--- config.mk ---
export PLATFORM = sky130hd
export DESIGN_NAME = instr_encoder_loader
export DESIGN_NICKNAME = d
export VERILOG_FILES = /design/src/rtl/instr_enc_pkg.sv /design/src/rtl/instr_fifo.sv /design/src/rtl/instr_encoder_loader.sv
export SDC_FILE = /design/constraint.sdc
export NUM_CORES = 1
export LEC_CHECK = 0
export BUFFER_PORTS_ARGS = -buffer_cell sky130_fd_sc_hd__buf_2
export CORE_ASPECT_RATIO = 1.75
export CORE_MARGIN = 10
export CORE_UTILIZATION = 55
export CTS_CLUSTER_SIZE = 8
export DETAILED_ROUTE_END_ITERATION = 7
export HOLD_SLACK_MARGIN = 0.03
export PLACE_DENSITY = 0.84
export SLEW_MARGIN = 30
export SYNTH_ARGS = -nofsm -noshare
export SYNTH_HDL_FRONTEND = slang
export SYNTH_SLANG_ARGS = --single-unit
--- constraint.sdc ---
create_clock -name clk -period 3 [get_ports clk]
set_input_delay 0.6 -clock clk [delete_from_list [all_inputs] [get_ports clk]]
set_output_delay 0.6 -clock clk [all_outputs]
set_load 0.05 [all_outputs]
--- src/rtl/instr_enc_pkg.sv ---
// instr_enc_pkg
//   Shared types and constants for the instruction encoder/loader:
//   FSM state encoding, op/cond field codes that the loader treats as
//   illegal, sticky error-bit positions and the field-to-word encoder.
package instr_enc_pkg;

  typedef enum logic [1:0] {
    IDLE  = 2'd0,
    RUN   = 2'd1,
    DRAIN = 2'd2,
    DONE  = 2'd3
  } state_t;

  localparam logic [1:0] OP_DP  = 2'b00;
  localparam logic [1:0] OP_MEM = 2'b01;
  localparam logic [1:0] OP_BR  = 2'b10;
  localparam logic [1:0] OP_ILL = 2'b11;

  localparam logic [3:0] COND_NV = 4'b1111;

  localparam int ERR_OP   = 0;
  localparam int ERR_COND = 1;
  localparam int ERR_OVF  = 2;
  localparam int ERR_W    = 3;

  // All formats share one layout; a branch's imm24 is simply the
  // concatenation of funct[3:0], rn, rd and src2.
  function automatic logic [31:0] encode_word(
    input logic [3:0]  cond,
    input logic [1:0]  op,
    input logic [5:0]  funct,
    input logic [3:0]  rn,
    input logic [3:0]  rd,
    input logic [11:0] src2
  );
    return {cond, op, funct, rn, rd, src2};
  endfunction

endpackage

--- src/rtl/instr_fifo.sv ---
// instr_fifo
//   Synchronous FIFO, DEPTH entries (power of 2) of DATA_W bits.
//   Ports:
//     clk, rst_n     clock, async active-low reset (pointers/count only)
//     push, din      write an entry (ignored when full)
//     pop            discard head entry (ignored when empty)
//     dout           current head entry
//     full, empty    occupancy flags
//     count          current occupancy, 0..DEPTH
module instr_fifo #(
  parameter  int DATA_W = 32,
  parameter  int DEPTH  = 4,
  localparam int PTR_W  = $clog2(DEPTH)
) (
  input  logic              clk,
  input  logic              rst_n,
  input  logic              push,
  input  logic              pop,
  input  logic [DATA_W-1:0] din,
  output logic [DATA_W-1:0] dout,
  output logic              full,
  output logic              empty,
  output logic [PTR_W:0]    count
);

  logic [DATA_W-1:0] mem [DEPTH];
  logic [PTR_W-1:0]  wr_ptr;
  logic [PTR_W-1:0]  rd_ptr;
  logic              push_ok;
  logic              pop_ok;

  assign full    = (count == (PTR_W+1)'(DEPTH));
  assign empty   = (count == '0);
  assign push_ok = push && !full;
  assign pop_ok  = pop && !empty;
  assign dout    = mem[rd_ptr];

  always_ff @(posedge clk or negedge rst_n) begin
    if (!rst_n) begin
      wr_ptr <= '0;
      rd_ptr <= '0;
      count  <= '0;
    end else begin
      if (push_ok) wr_ptr <= wr_ptr + PTR_W'(1);
      if (pop_ok)  rd_ptr <= rd_ptr + PTR_W'(1);
      case ({push_ok, pop_ok})
        2'b10:   count <= count + (PTR_W+1)'(1);
        2'b01:   count <= count - (PTR_W+1)'(1);
        default: count <= count;
      endcase
    end
  end

  always_ff @(posedge clk) begin
    if (push_ok) mem[wr_ptr] <= din;
  end

endmodule

--- src/rtl/instr_encoder_loader.sv ---
// instr_encoder_loader
//   Encodes ARMv4 instruction field sets into 32-bit words and writes them
//   sequentially into instruction memory starting at a programmable base.
//   Ports:
//     clk, rst_n                 clock, async active-low reset
//     start, base_addr           open a load session (IDLE only) at base_addr
//     in_valid/in_ready/in_last  field-set stream handshake, last marks end
//     in_cond..in_src2           instruction fields, bits 31:28 .. 11:0
//     mem_we/mem_addr/mem_wdata  imem write request, held while mem_ready=0
//     mem_ready                  imem accepts the write this cycle
//     busy                       session in progress
//     done                       one-cycle pulse when the session ends
//     word_count                 words written this session
//     err                        sticky: [0] op==11, [1] cond==NV, [2] overflow
module instr_encoder_loader
  import instr_enc_pkg::*;
#(
  parameter  int ADDR_W    = 12,
  parameter  int DEPTH     = 4,
  parameter  int MAX_WORDS = 256,
  localparam int WC_W      = $clog2(MAX_WORDS) + 1,
  localparam int OCC_W     = $clog2(DEPTH) + 1
) (
  input  logic              clk,
  input  logic              rst_n,
  input  logic              start,
  input  logic [ADDR_W-1:0] base_addr,
  input  logic              in_valid,
  output logic              in_ready,
  input  logic              in_last,
  input  logic [3:0]        in_cond,
  input  logic [1:0]        in_op,
  input  logic [5:0]        in_funct,
  input  logic [3:0]        in_rn,
  input  logic [3:0]        in_rd,
  input  logic [11:0]       in_src2,
  output logic              mem_we,
  output logic [ADDR_W-1:0] mem_addr,
  output logic [31:0]       mem_wdata,
  input  logic              mem_ready,
  output logic              busy,
  output logic              done,
  output logic [WC_W-1:0]   word_count,
  output logic [ERR_W-1:0]  err
);

  state_t            state;
  logic [ADDR_W-1:0] addr_q;
  logic [31:0]       head;
  logic              full;
  logic              empty;
  logic [OCC_W-1:0]  occ;
  logic              xfer;
  logic              bad_op;
  logic              bad_cond;
  logic              at_limit;
  logic              push;
  logic              pop;
  logic [WC_W:0]     total;

  // ---- accept stage: handshake, legality and overflow screening ----
  assign in_ready = (state == RUN) && !full;
  assign xfer     = in_valid && in_ready;
  assign bad_op   = (in_op == OP_ILL);
  assign bad_cond = (in_cond == COND_NV);

  // Words already written plus words still queued; once this reaches
  // MAX_WORDS any further legal word would overrun the session budget.
  assign total    = (WC_W+1)'(word_count) + (WC_W+1)'(occ);
  assign at_limit = (total >= (WC_W+1)'(MAX_WORDS));
  assign push     = xfer && !bad_op && !bad_cond && !at_limit;

  instr_fifo #(
    .DATA_W (32),
    .DEPTH  (DEPTH)
  ) u_fifo (
    .clk   (clk),
    .rst_n (rst_n),
    .push  (push),
    .pop   (pop),
    .din   (encode_word(in_cond, in_op, in_funct, in_rn, in_rd, in_src2)),
    .dout  (head),
    .full  (full),
    .empty (empty),
    .count (occ)
  );

  // ---- write stage: FIFO head to imem ----
  assign mem_we    = !empty && ((state == RUN) || (state == DRAIN));
  assign pop       = mem_we && mem_ready;
  assign mem_addr  = addr_q;
  // Stale storage is never exposed; the port reads zero whenever idle.
  assign mem_wdata = empty ? 32'h0 : head;
  assign busy      = (state != IDLE);

  always_ff @(posedge clk or negedge rst_n) begin
    if (!rst_n) begin
      state      <= IDLE;
      done       <= 1'b0;
      addr_q     <= '0;
      word_count <= '0;
      err        <= '0;
    end else begin
      done <= 1'b0;
      case (state)
        IDLE: begin
          if (start) begin
            state      <= RUN;
            addr_q     <= base_addr & ~ADDR_W'(3);
            word_count <= '0;
            err        <= '0;
          end
        end
        RUN: begin
          if (xfer && in_last) state <= DRAIN;
        end
        DRAIN: begin
          if (empty) begin
            state <= DONE;
            done  <= 1'b1;
          end
        end
        DONE: begin
          state <= IDLE;
        end
        default: state <= IDLE;
      endcase

      if (pop) begin
        word_count <= word_count + WC_W'(1);
        addr_q     <= addr_q + ADDR_W'(4);
      end

      if (xfer) begin
        if (bad_op)   err[ERR_OP]   <= 1'b1;
        if (bad_cond) err[ERR_COND] <= 1'b1;
        if (!bad_op && !bad_cond && at_limit) err[ERR_OVF] <= 1'b1;
      end
    end
  end

endmodule

# After elaboration in Yosys (flattened, before gate mapping)

Memory sizes are Yosys's and may differ from the RTL's.
Cells that the tools add are included.
W data, S select, Z words.

Memory bits (writable): 128
Input bits: 50
Register bits: 34
Memories: 1

Memories:

| memory     | words | width | rd ports | clocked after Yosys merged registers in | write ports | RTL line         | source |
|---|---|---|---|---|---|---|---|
| u_fifo.mem | 4     | 32    | 1        | 0                                       | 1           | instr_fifo.sv:26 | `logic [DATA_W-1:0] mem [DEPTH];` |

$lt $le $gt $ge: 1
Multiplexer cells: 22
Eq/ne operators: 11
Reduce and logical (&&, ||, !) cells: 26
$add $sub $neg: 7

Operators with widths:

| operator                | number |
|---|---|
| $mux W12                | 3 |
| $mux W32                | 1 |
| $mux W9                 | 3 |
| $add A12 B3 Y12 const B | 1 |
| $logic_and A1 B1 Y1     | 12 |
| $add A9 B3 Y10          | 1 |
| $ge A10 B9 Y1 const B   | 1 |
| $add A9 B1 Y9 const B   | 1 |
| $mux W3                 | 3 |
| $eq A2 B2 Y1 const B    | 4 |
| $pmux W2 S4             | 1 |
| $reduce_bool A2 Y1      | 4 |
| $mux W1                 | 7 |
| $mux W2                 | 3 |
| $pmux W3 S2             | 1 |
| $logic_not A1 Y1        | 5 |
| $add A2 B1 Y2 const B   | 2 |
| $eq A2 B1 Y1 const B    | 2 |
| $eq A4 B4 Y1 const B    | 1 |
| $ne A2 B2 Y1 const B    | 2 |
| $add A3 B1 Y3 const B   | 1 |
| $eq A3 B3 Y1 const B    | 1 |
| $logic_not A3 Y1        | 1 |
| $reduce_and A3 Y1       | 1 |
| other kinds (5)         | 5 |

# Longest topological paths before layout

Depth after elaboration: 10
Depth in mapped cells: 12
Depth with buffers taken out: 12

# By module

Synthesis repeated with hierarchy kept, for this count alone.

Cells, all modules: 404
Area total of the unflattened synthesis: 6805.3 µm²

Modules (own cells, without submodules):

| module               | sequential area each (µm²) | cells each | instances | area each (µm²) |
|---|---|---|---|---|
| instr_fifo           | 4018.9                     | 205        | 1         | 5091.1 |
| instr_encoder_loader | 625.6                      | 199        | 1         | 1714.1 |

# Least setup slack after synthesis

No wires, ideal clock.

Path type: flip-flop to flip-flop
From: register word_count[2]
To: memory u_fifo.mem[2][0] (enable)
Path slack: 0.213 ns
Path buffers: 0
Clock period less this slack: 2.787 ns
Stages on the path, launching flop included: 6
Library setup time: 0.392 ns
Arrival time: 2.395 ns
Cell sequence: dfrtp_1 > ha_1 > a21oi_1 > a211oi_2 > nor3_4 > and2_1

Word-level cells in the longest chain between the ends: 7

RTL lines:

| element                       | RTL line                    | source |
|---|---|---|
| start: declaration            | instr_encoder_loader.sv:43  | `output logic [WC_W-1:0] word_count,` |
| start signal: assignment      | instr_encoder_loader.sv:130 | `word_count <= word_count + WC_W'(1);` |
| $add A9 B3 Y10                | instr_encoder_loader.sv:69  | `assign total = (WC_W+1)'(word_count) + (WC_W+1)'(occ);` |
| $ge A10 B9 Y1                 | instr_encoder_loader.sv:70  | `assign at_limit = (total >= (WC_W+1)'(MAX_WORDS));` |
| $logic_not A1 Y1              | instr_encoder_loader.sv:71  | `assign push = xfer && !bad_op && !bad_cond && !at_limit;` |
| $logic_and A1 B1 Y1           | instr_encoder_loader.sv:71  |  |
| $logic_and A1 B1 Y1           | instr_fifo.sv:34            | `assign push_ok = push && !full;` |
| $mux W1                       | instr_fifo.sv:55            | `if (push_ok) mem[wr_ptr] <= din;` |
| $mux W1 (implied by the code) | instr_fifo.sv:55            |  |
| end: declaration              | instr_fifo.sv:26            |  |

Every way passes these cells.

# Worst setup path in the final report

From: register u_fifo.rd_ptr[0]
To: output port mem_wdata[24]

Word-level cells in the longest chain between the ends: 2

RTL lines:

| element                  | RTL line                   | source |
|---|---|---|
| start: declaration       | instr_fifo.sv:28           | `logic [PTR_W-1:0] rd_ptr;` |
| start signal: assignment | instr_fifo.sv:45           | `if (pop_ok) rd_ptr <= rd_ptr + PTR_W'(1);` |
| $mem_v2 Z4 W32           | n/a                        |  |
| $mux W32                 | instr_encoder_loader.sv:93 | `assign mem_wdata = empty ? 32'h0 : head;` |
| end: declaration         | instr_encoder_loader.sv:39 | `output logic [31:0] mem_wdata,` |

Every way passes these cells.

==> impl_metrics.yaml <==
timing:
  finalMaxSlewViolations: 0
  relSlewSlack: 0.413
  fin_crit_sh: 0.883
  fin_tns_setup_ps: 0
  worstMarginPinSlew_ps: 878
  hold_viol: 0
  rsz0062_at_grt: "false"
  fin_crit_ps: 2650
  skew_ps: 11.5
  max_freq_ghz: 0.378
  setup_violations: 0
routing:
  ant_nets: 0
  post_drt_wl_per_cell_um: 21.0
  num_vias: 3941
  drtPass1Iterations: 4
  drc_errors: 0
  via_per_inst: 5.71
  drt_wl_total_um: 14500
  dr.first_iter.drc_count: 201
clock_tree:
  ctsHtreeMaxLevel: 4
  clock-sinks: 160
  cts_resized: 0
  hold_buffers: 0
  cts_tree: "built"
  cts_inserted_buffers: 17
  cts_buffer_depth: 2
  cts_root_buf: "clkbuf_16"
  cts_setup_buffers: 0
  insertion_delay_ps: 420
  clk_pin_slew_ps: 70
placed_design:
  gp_congestion: 0.772
  dpl.hpwl_um: 9710
  place.port_buffers: 105
  dp_cells: 658
pwr:
  p_sw_mw: 3.85
  p_int_mw: 5.21
  power_density_nw_per_um2: 1120
  vdd_drop_max_mv: 0.837
  leakagePower_nw: 3.03
  combPwrFrac: 0.440
  swShare: 0.425
  clkPwrFrac: 0.240
  p_seq_frac: 0.320
run:
  max_cap_violations: 0
cells_and_area:
  n_antenna_cell: 0
  mostFrequentLayoutCell: "edfxtp_1"
  layout-drive-gt1-share: 0.383
  postLayoutCoreUtil: 0.673
  final_cell_mix: "128 x edfxtp_1, 105 x buf_2, 32 x mux4_2"
  area_delta_synth_final_pct: 20.2
  stdcell_count: 690
  nets: 575
  fillers: 816
grt:
  overflow: 0
  grt.total_usage: 0.172
  grt_max_degree: 36
  antenna_found_initial: 1
  grt_pass1_vias: 4373
  grt_pass1_wl_um: 23200
logic_synthesis:
  synthCells: 397
  avgSynthCellArea_um2: 16.9
  synthArstFlopShare: 0.200
  synth_seq_cells: 160
  ys_types: 49
  ys_seq_area_frac: 0.691
  ys_warn_count: 0
  syn_area_um2: 6720
  synth_ff_type: "edfxtp_1"
  synth_edf_count: 128
worst_setup_path:
  crit_path_top_delay_cell: "mux4_2"
  cpPeakStageDelay_ps: 540
  endpoint_kind: "output port"
  critical_path.cell_chain: "buf_12 > mux4_2 > nor2b_1 > buf_2"
  worstSetupStartpointType: "flop"
  cp_max_fo: 32
  cp.arrival_ps: 2050
  crit_type: "flop to output port"
  worstPathRequired_ps: 2400
die:
  die-area_um2: 17200
  core_area_um2: 12000
  die_w_um: 104
  die_h_um: 166
  rows: 53
  initial_core_util: 0.560
  num_io_pins: 110
outcome:
  status: "complete, no violations"
worst_hold_path:
  holdCritPathClass: "input pin to async pin"
cell families after synthesis:
family | after synthesis | synth area share
AO/OA/AOI/OAI | 51 | 0.0558
adder cells (fa/ha/maj) | 13 | 0.0253
flip-flops | 160 | 0.691
XOR/XNOR | 6 | 0.00782
multiplexers | 36 | 0.115
buffers and inverters | 30 | 0.0214
AND/OR/NAND/NOR | 100 | 0.0834
other | 1 | 0.000558
sequential cells by signal, summed over array words and instances (netlist names), 2 cells and up:
register and flops:
err 3, state 2, word_count 9, u_fifo.wr_ptr 2, u_fifo.rd_ptr 2, mem_addr 10, u_fifo.mem 128, u_fifo.count 3
power by group through the flow:
stage / combinational [mW] / clock, mW / sequential (mW)
3_3_place_gp: 3.93 / 0 / 2.91
3_5_place_dp: 4.03 / 0 / 2.94
5_1_grt: 4.25 / 2.32 / 2.93
4_1_cts: 4.05 / 2.21 / 2.89
6_report: 3.99 / 2.17 / 2.90
2_1_floorplan: 2.88 / 0 / 3.16
cells in the mapped netlist (all sizes together), types with 2 or more instances:
cell	n	area (um2)
edfxtp	128	3840
dfrtp	32	801
mux4	32	721
nor2b	30	188
nand2	21	78.8
o21ai	20	100
nor2	14	55.1
buf	13	80.1
ha	12	150
inv	12	45.0
a21oi	10	53.8
nand3	9	50.1
and2	8	51.3
nand4	6	37.5
clkbuf	5	18.8
o221a	5	56.3
xnor2	4	35.0
a31oi	3	33.8
and2b	3	22.5
a41oi	2	17.5
and3	2	12.5
and4	2	17.5
mux2	2	30.0
mux2i	2	20.0
nor3	2	21.3
o22ai	2	12.5
xor2	2	17.5
critical path, delay by kind of cell (launching register included):
kind / cells / cell delay (ps)
buffers and inverters: 2 / 510
DFF: 1 / 400
muxes: 1 / 540
and+or+nand+nor: 1 / 150
final cells by class:
type	count	area, um2	share of cell area
repair buffers	113	636	0.0787
clock buffers	18	429	0.0531
clock inverters	14	168	0.0208
well taps	165	206	0.0256
flip-flops and latches	160	4650	0.575
inverters	12	45.0	0.00558
multi-input cells	208	1950	0.241
layer usage:
layer  up-vias  wire length, um  global-route usage
li1       1767                -                   -
met1      2027             5490               0.180
met2       129             8220               0.318
met3        16              646              0.0455
met4         2              167              0.0604
met5         -                7                   0
worst paths after layout:
path,to,slack [ps],cells past startpoint,from
worst max-delay path,mem_wdata[24],350,4,u_fifo.rd_ptr[0]
worst min-delay path,word_count[4],250,1,rst_n
worst max register to register,mem_addr[7],400,6,u_fifo.count[0]
worst min register to register,u_fifo.rd_ptr[1],480,1,u_fifo.rd_ptr[1]
max in group asynchronous,u_fifo.rd_ptr[0],2220,1,rst_n
min in group clk,u_fifo.mem[0][13],400,1,in_rd[1]
metrics by stage:
step                      area, um2  hold WS, ps  power [mW]  setup slack, ps
after CTS                      8080          263        9.15              315
after detailed placement       7480          469        6.97              446
after global placement         7480          460        6.84              520
after global routing           8080          284        9.50              263
after floorplan                6730          304        6.04              213
final                          8080          251        9.06              352
Power figures use the tool's default switching activity.
